`config.mk`:
```
export PLATFORM = sky130hd
export DESIGN_NAME = encoder_sample_sched
export DESIGN_NICKNAME = d
export VERILOG_FILES = /design/src/rtl/encoder_sample_sched.sv
export SDC_FILE = /design/constraint.sdc
export NUM_CORES = 1
export LEC_CHECK = 0
export CAP_MARGIN = 10
export CORE_ASPECT_RATIO = 0.9
export CORE_MARGIN = 2
export CORE_UTILIZATION = 55
export CTS_CLUSTER_SIZE = 14
export DETAILED_ROUTE_END_ITERATION = 10
export PLACE_DENSITY = 0.73
export SLEW_MARGIN = 5
export SYNTH_ARGS = -nofsm -noshare
export SYNTH_HDL_FRONTEND = slang
export SYNTH_SLANG_ARGS = --single-unit
```
`constraint.sdc`:
```
create_clock -name clk_i -period 7.68 [get_ports clk_i]
set_input_delay 0.768 -clock clk_i [delete_from_list [all_inputs] [get_ports clk_i]]
set_output_delay 0.768 -clock clk_i [all_outputs]
set_load 0.01 [all_outputs]
```
`src/rtl/encoder_sample_sched.sv`:
```
// encoder_sample_sched: x4 quadrature decode of N_ENC encoders, windowed snapshots, serial readout
//
// Ports
//   clk_i          system clock
//   rst_ni         asynchronous active-low reset
//   enable_i       1 = measurement windows run; 0 = time base and counts held cleared
//   enc_a_i/b_i    raw encoder phases, one bit per channel (asynchronous to clk_i)
//   snap_valid_o   snapshot word available
//   snap_ready_i   consumer accepts the word when valid & ready
//   snap_chan_o    channel index of the current word
//   snap_data_o    OFFSET + signed window count of that channel, modulo 2^W
//   overrun_o      sticky: a window ended while the readout was still busy
//   illegal_o      sticky: A and B of some channel changed in the same sampled cycle
//   flags_clr_i    one-cycle pulse clearing overrun_o and illegal_o (a new event wins)
module encoder_sample_sched #(
    parameter int          N_ENC  = 2,
    parameter int          W      = 32,
    parameter int          PERIOD = 1_000_000,
    parameter int unsigned OFFSET = 32'h3FF
) (
    input  logic             clk_i,
    input  logic             rst_ni,
    input  logic             enable_i,
    input  logic [N_ENC-1:0] enc_a_i,
    input  logic [N_ENC-1:0] enc_b_i,
    output logic             snap_valid_o,
    input  logic             snap_ready_i,
    output logic [2:0]       snap_chan_o,
    output logic [W-1:0]     snap_data_o,
    output logic             overrun_o,
    output logic             illegal_o,
    input  logic             flags_clr_i
);
    localparam int TW = $clog2(PERIOD);

    typedef enum logic {IDLE, SEND} state_e;

    logic [N_ENC-1:0] a_s1_q, a_s2_q, a_p_q;
    logic [N_ENC-1:0] b_s1_q, b_s2_q, b_p_q;
    logic [N_ENC-1:0] bad;
    logic [1:0]       dpos     [N_ENC];
    logic [W-1:0]     delta    [N_ENC];
    logic [W-1:0]     cnt_q    [N_ENC];
    logic [W-1:0]     cnt_d    [N_ENC];
    logic [W-1:0]     shadow_q [N_ENC];
    logic [W-1:0]     shadow_d [N_ENC];
    logic [W-1:0]     sel;
    logic [TW-1:0]    tcnt_q, tcnt_d;
    logic             tick, accept, last;
    logic             overrun_q, overrun_d, illegal_q, illegal_d;
    logic [2:0]       idx_q, idx_d;
    state_e           state_q, state_d;

    // Two synchroniser flops per pin, then one register holding the previous sampled {A,B}.
    always_ff @(posedge clk_i or negedge rst_ni) begin
        if (!rst_ni) begin
            a_s1_q <= '0;
            a_s2_q <= '0;
            a_p_q  <= '0;
            b_s1_q <= '0;
            b_s2_q <= '0;
            b_p_q  <= '0;
        end else begin
            a_s1_q <= enc_a_i;
            a_s2_q <= a_s1_q;
            a_p_q  <= a_s2_q;
            b_s1_q <= enc_b_i;
            b_s2_q <= b_s1_q;
            b_p_q  <= b_s2_q;
        end
    end

    // {B, A^B} turns the Gray sequence 00,10,11,01 into positions 0..3, so the
    // position difference mod 4 gives +1 (forward), 3 (reverse) or 2 (both bits flipped).
    always_comb begin
        for (int i = 0; i < N_ENC; i++) begin
            dpos[i]  = {b_s2_q[i], a_s2_q[i] ^ b_s2_q[i]} - {b_p_q[i], a_p_q[i] ^ b_p_q[i]};
            delta[i] = (dpos[i] == 2'd1) ? W'(1) : (dpos[i] == 2'd3) ? {W{1'b1}} : '0;
            bad[i]   = (dpos[i] == 2'd2);
        end
    end

    assign tick   = enable_i && (tcnt_q == TW'(PERIOD - 1));
    assign tcnt_d = (!enable_i || tick) ? '0 : tcnt_q + TW'(1);

    // The delta decoded in the tick cycle still belongs to the ending window.
    // Shadows are only refreshed when the previous readout has finished.
    always_comb begin
        for (int i = 0; i < N_ENC; i++) begin
            cnt_d[i]    = (!enable_i || tick) ? '0 : cnt_q[i] + delta[i];
            shadow_d[i] = (tick && state_q == IDLE) ? cnt_q[i] + delta[i] : shadow_q[i];
        end
    end

    assign overrun_d = (tick && state_q == SEND) || (overrun_q && !flags_clr_i);
    assign illegal_d = (|bad) || (illegal_q && !flags_clr_i);

    always_ff @(posedge clk_i or negedge rst_ni) begin
        if (!rst_ni) begin
            tcnt_q    <= '0;
            overrun_q <= 1'b0;
            illegal_q <= 1'b0;
            for (int i = 0; i < N_ENC; i++) begin
                cnt_q[i]    <= '0;
                shadow_q[i] <= '0;
            end
        end else begin
            tcnt_q    <= tcnt_d;
            overrun_q <= overrun_d;
            illegal_q <= illegal_d;
            for (int i = 0; i < N_ENC; i++) begin
                cnt_q[i]    <= cnt_d[i];
                shadow_q[i] <= shadow_d[i];
            end
        end
    end

    // Readout FSM: state register
    always_ff @(posedge clk_i or negedge rst_ni) begin
        if (!rst_ni) begin
            state_q <= IDLE;
            idx_q   <= '0;
        end else begin
            state_q <= state_d;
            idx_q   <= idx_d;
        end
    end

    // Readout FSM: next state
    assign accept = (state_q == SEND) && snap_ready_i;
    assign last   = (idx_q == 3'(N_ENC - 1));

    always_comb begin
        state_d = (state_q == IDLE) ? (tick ? SEND : IDLE) : ((accept && last) ? IDLE : SEND);
        idx_d   = (state_q == IDLE) ? '0 : accept ? (last ? '0 : idx_q + 3'd1) : idx_q;
    end

    // Readout FSM: outputs
    always_comb begin
        sel = '0;
        for (int i = 0; i < N_ENC; i++) begin
            if (idx_q == 3'(i)) sel = shadow_q[i];
        end
        snap_valid_o = (state_q == SEND);
        snap_chan_o  = (state_q == SEND) ? idx_q : '0;
        snap_data_o  = (state_q == SEND) ? W'(OFFSET) + sel : '0;
    end

    assign overrun_o = overrun_q;
    assign illegal_o = illegal_q;

endmodule
```
==> results by group <==
Hold path
  – Worst Hold Path EP: b_s2_q[1]
  – Min-delay src: b_s1_q[1]
  – Min-delay worst type: register to register
  – WHS Path Cells: 0

Synthesis
  – Synth area leader: dfrtp_1
  – Main synth FF type: dfrtp_1
  – Top-area cell type share of the netlist area: 40.02%
  – Compound-gate portion of the synthesized area: 11.91%
  – Largest family of logic cells by synthesized area: simple AND/OR/NAND/NOR gates
  – FF+latch count, synth: 166
  – Post-synth EDFFs: 0
  – Distinct cells, synth: 82
  – Syn_nets: 1218
  – Mean Syn Cell Area: between 8 and 9 sq um
  – Multiplexer share of the synthesized area: under 10%
  – Synth warn: 0
  – Synth Area in XOR/XNOR: a little over a tenth
  – Seq/Total Area, Yosys: 40.02%
  – Synth Area in Adders: 0.9644%
  – Synthesized cell area: 10380 sq um
  – Post-Synth Simple-Gate Area: 27.58%
  – Ys async rst share: 100.0%
  – Cells after synthesis: 1201
  – Area contributors post-synth: dfrtp_1 (40%), xnor2_1 (6.4%), nor2_1 (6.0%), nand2_1 (4.7%), xor2_1 (3.5%)

Global route
  – Total GRT Usage: 28.41%
  – First-pass GRT wire length: 44510 um
  – Initial antenna violation count: 0
  – Largest net degree at the start of global routing: 92
  – Vias in the first global route: 8172
  – Overflow after GRT: 0

Route
  – Remaining DRCs: 0
  – Initial DRT Pass Iterations: 6
  – WL per Instance: between 15 and 20 um
  – DR vias: 8991
  – DR iter-0 viols: 1071
  – Vias per std cell: 6.205
  – Post-route antenna net violation count: 0
  – Drt total wl: 27590 um

Floorplanning
  – FP Rows: 47
  – Die X: 148.8 um
  – Initial Util: 56.21%
  – Die height: 134.3 um
  – Die ar.: 19990 sq um
  – I/O pin count: 47
  – Core area: 18470 sq um

Placed design
  – I/O Buffers: 46
  – HPWL after DPL: slightly below 20000 um
  – Dpl cells: roughly 1400
  – Post-DP Area: around 11000 sq um
  – Post-Place Worst Slack: 3.170 ns
  – Placer congestion estimate: 0.9343

CTS
  – Clock Path Buffers: 2
  – Post-CTS Setup Inserts: 0
  – CTS tree: yes
  – Clk_lat worst skew: 0.43 ns
  – Post-cts sizing count: 0
  – Reg clk slew, reported paths: roughly 0.07 ns
  – Clock Tree Root: clkbuf_16
  – CTS H-tree depth: 4
  – Hold buffer count at cts: 0
  – CTS Sinks: approximately 170
  – Clock buffer count from CTS: 17

STA
  – Period minus WS final: 4.981 ns
  – Worst-Margin Slew: about 1.0 ns
  – Final hold violations: 0
  – Skew final: roughly 0.011 ns
  – RSZ-0062 raised after global routing: false
  – Fin Hold WS: 0.3524 ns
  – Setup ws final: 2.699 ns
  – Final slew viol count: 0
  – Final setup violating endpoints: 0
  – Max Fclk: between 200 and 250 MHz
  – Slew HR: 30.68%
  – Period utilization: 64.86%
  – Setup total negative slack: 0 ns

Layout
  – Ant. Diodes: 0
  – Ratio of cells with drive above 1 in the final layout: 7.226%
  – Layout Area Growth over Synthesis: 10.38%
  – Post-route cell area: approximately 11000 sq um
  – Fillers: 1599
  – Fin nets: 1208
  – Non-Filler Instances: 1449

Critical path
  – Startpoint Class: register
  – R2r startpoint: b_p_q[0]
  – R2R Path End: shadow_q[52]
  – R2r worst-path depth: 13
  – CP max FO: between 40 and 50
  – Reg2reg setup slack: 3.64 ns
  – Critical path capture point type: output pin
  – Worst EP required: 6.91 ns
  – Worst path arrival time: 4.21 ns
  – Critical Setup Path Class: register to output pin

Pwr
  – Worst VDD drop: 171.6 uV
  – P per Cell Area: 319.9 nW/um^2
  – Leakage: ~4.5 nW

Run status
  – Status: completed

Job
  – Maxcap violations: 0
[metal layers]
metal | GRT usage (%) | wire [um] | part of all wire (%) | up-vias
met1 | 43.66 | 13110 | 48 | 4318
met5 | 0 | 0 | 0 | -
li1 | - | - | - | 4250
met2 | 41.26 | 11930 | 43 | 383
met3 | 5.442 | 2120 | 7.7 | 40
met4 | 7.090 | 431 | 1.6 | 0
[worst max-delay path, stage by stage, from the launching register on]
cell	delay (ns)
dfrtp_2	1.00
mux2_2	0.43
nand2_1	0.08
ha_1	0.19
inv_1	0.09
nor4_2	0.87
nor4_1	0.21
and3_1	0.25
o21a_1	0.16
clkdlybuf4s50_1	0.48
[area by class of cell]
| class | instances | area (sq um) | share of cell area, % |
|---|---|---|---|
| clock inverter | 13 | 147.6 | 1.289 |
| tap | 245 | 306.5 | 2.676 |
| multi-input combinational | 933 | 5803 | 50.66 |
| timing repair buffer | 56 | 536.8 | 4.685 |
| inverter | 17 | 63.81 | 0.5570 |
| clock buffer | 19 | 442.9 | 3.866 |
| sequential | 166 | 4155 | 36.27 |
[kinds of logic (layout without fill, tap and decap cells)]
family / Yosys count / after routing
flops: 166 / 166
simple gates: 575 / 575
fa+ha+maj: 8 / 8
mux: 44 / 44
compound gates: 185 / 185
buf+inv: 102 / 105
xor+xnor: 121 / 121
[how the worst max path moves through the flow]
stage,startpoint,endpoint,slack (ns),cells after the start
4_1_cts,idx_q[0],snap_data_o[30],2.72,9
6_report,idx_q[0],snap_data_o[30],2.70,9
2_1_floorplan,idx_q[0],snap_data_o[22],4.08,13
5_1_grt,idx_q[0],snap_data_o[22],2.43,9
3_5_place_dp,idx_q[0],snap_data_o[30],3.17,9
3_3_place_gp,idx_q[0],snap_data_o[22],3.26,9
[through the flow]
stage	power, W	utilization (%)
detailed placement	0.002752	58.84
CTS	0.003632	62.04
finish	0.003665	62.04
global route	0.003883	62.04
floorplan	0.002374	-
global placement	0.002743	58.84
[cell usage in the layout, fill, tap and decap left out, types with 6 or more instances in the layout]
cell type,instances
a21oi_1,21
a31oi_1,7
and2_1,10
and3_1,20
buf_4,10
clkbuf_16,17
clkdlybuf4s50_1,45
dfrtp_1,165
ha_1,8
inv_1,15
mux2_2,14
mux2i_1,30
nand2_1,131
nand2b_1,6
nand3_1,45
nand4_1,29
nor2_1,164
nor3_1,53
nor4_1,38
nor4_2,7
nor4b_1,6
o21ai_0,60
o21ai_1,14
o22ai_1,7
o31ai_1,8
or2_2,6
or3_1,19
or4_1,12
xnor2_1,76
xor2_1,41
[Yosys cell counts, drive strengths merged, types with 14 or more instances]
master    n
nand2   131
or4      15
nor2    165
mux2i    30
dfrtp   166
buf      32
o21ai    75
xnor2    76
nand4    29
clkbuf   53
or3      21
xor2     41
inv      15
a21oi    21
nand3    45
nor4     45
mux2     14
nor3     53
and3     21
[power breakdown]
group	switching, W	total (W)	internal, W
Clock	0.000375	0.000868	0.000492
Combinational	0.000897	0.00149	0.000596
Sequential	0.000294	0.00130	0.00101
[sequential cells by signal (all words and copies together) (netlist names), 3 cells and up]
register and count:
cnt_q 64, shadow_q 64, tcnt_q 20, idx_q 3
Power figures use the tool's default switching activity.
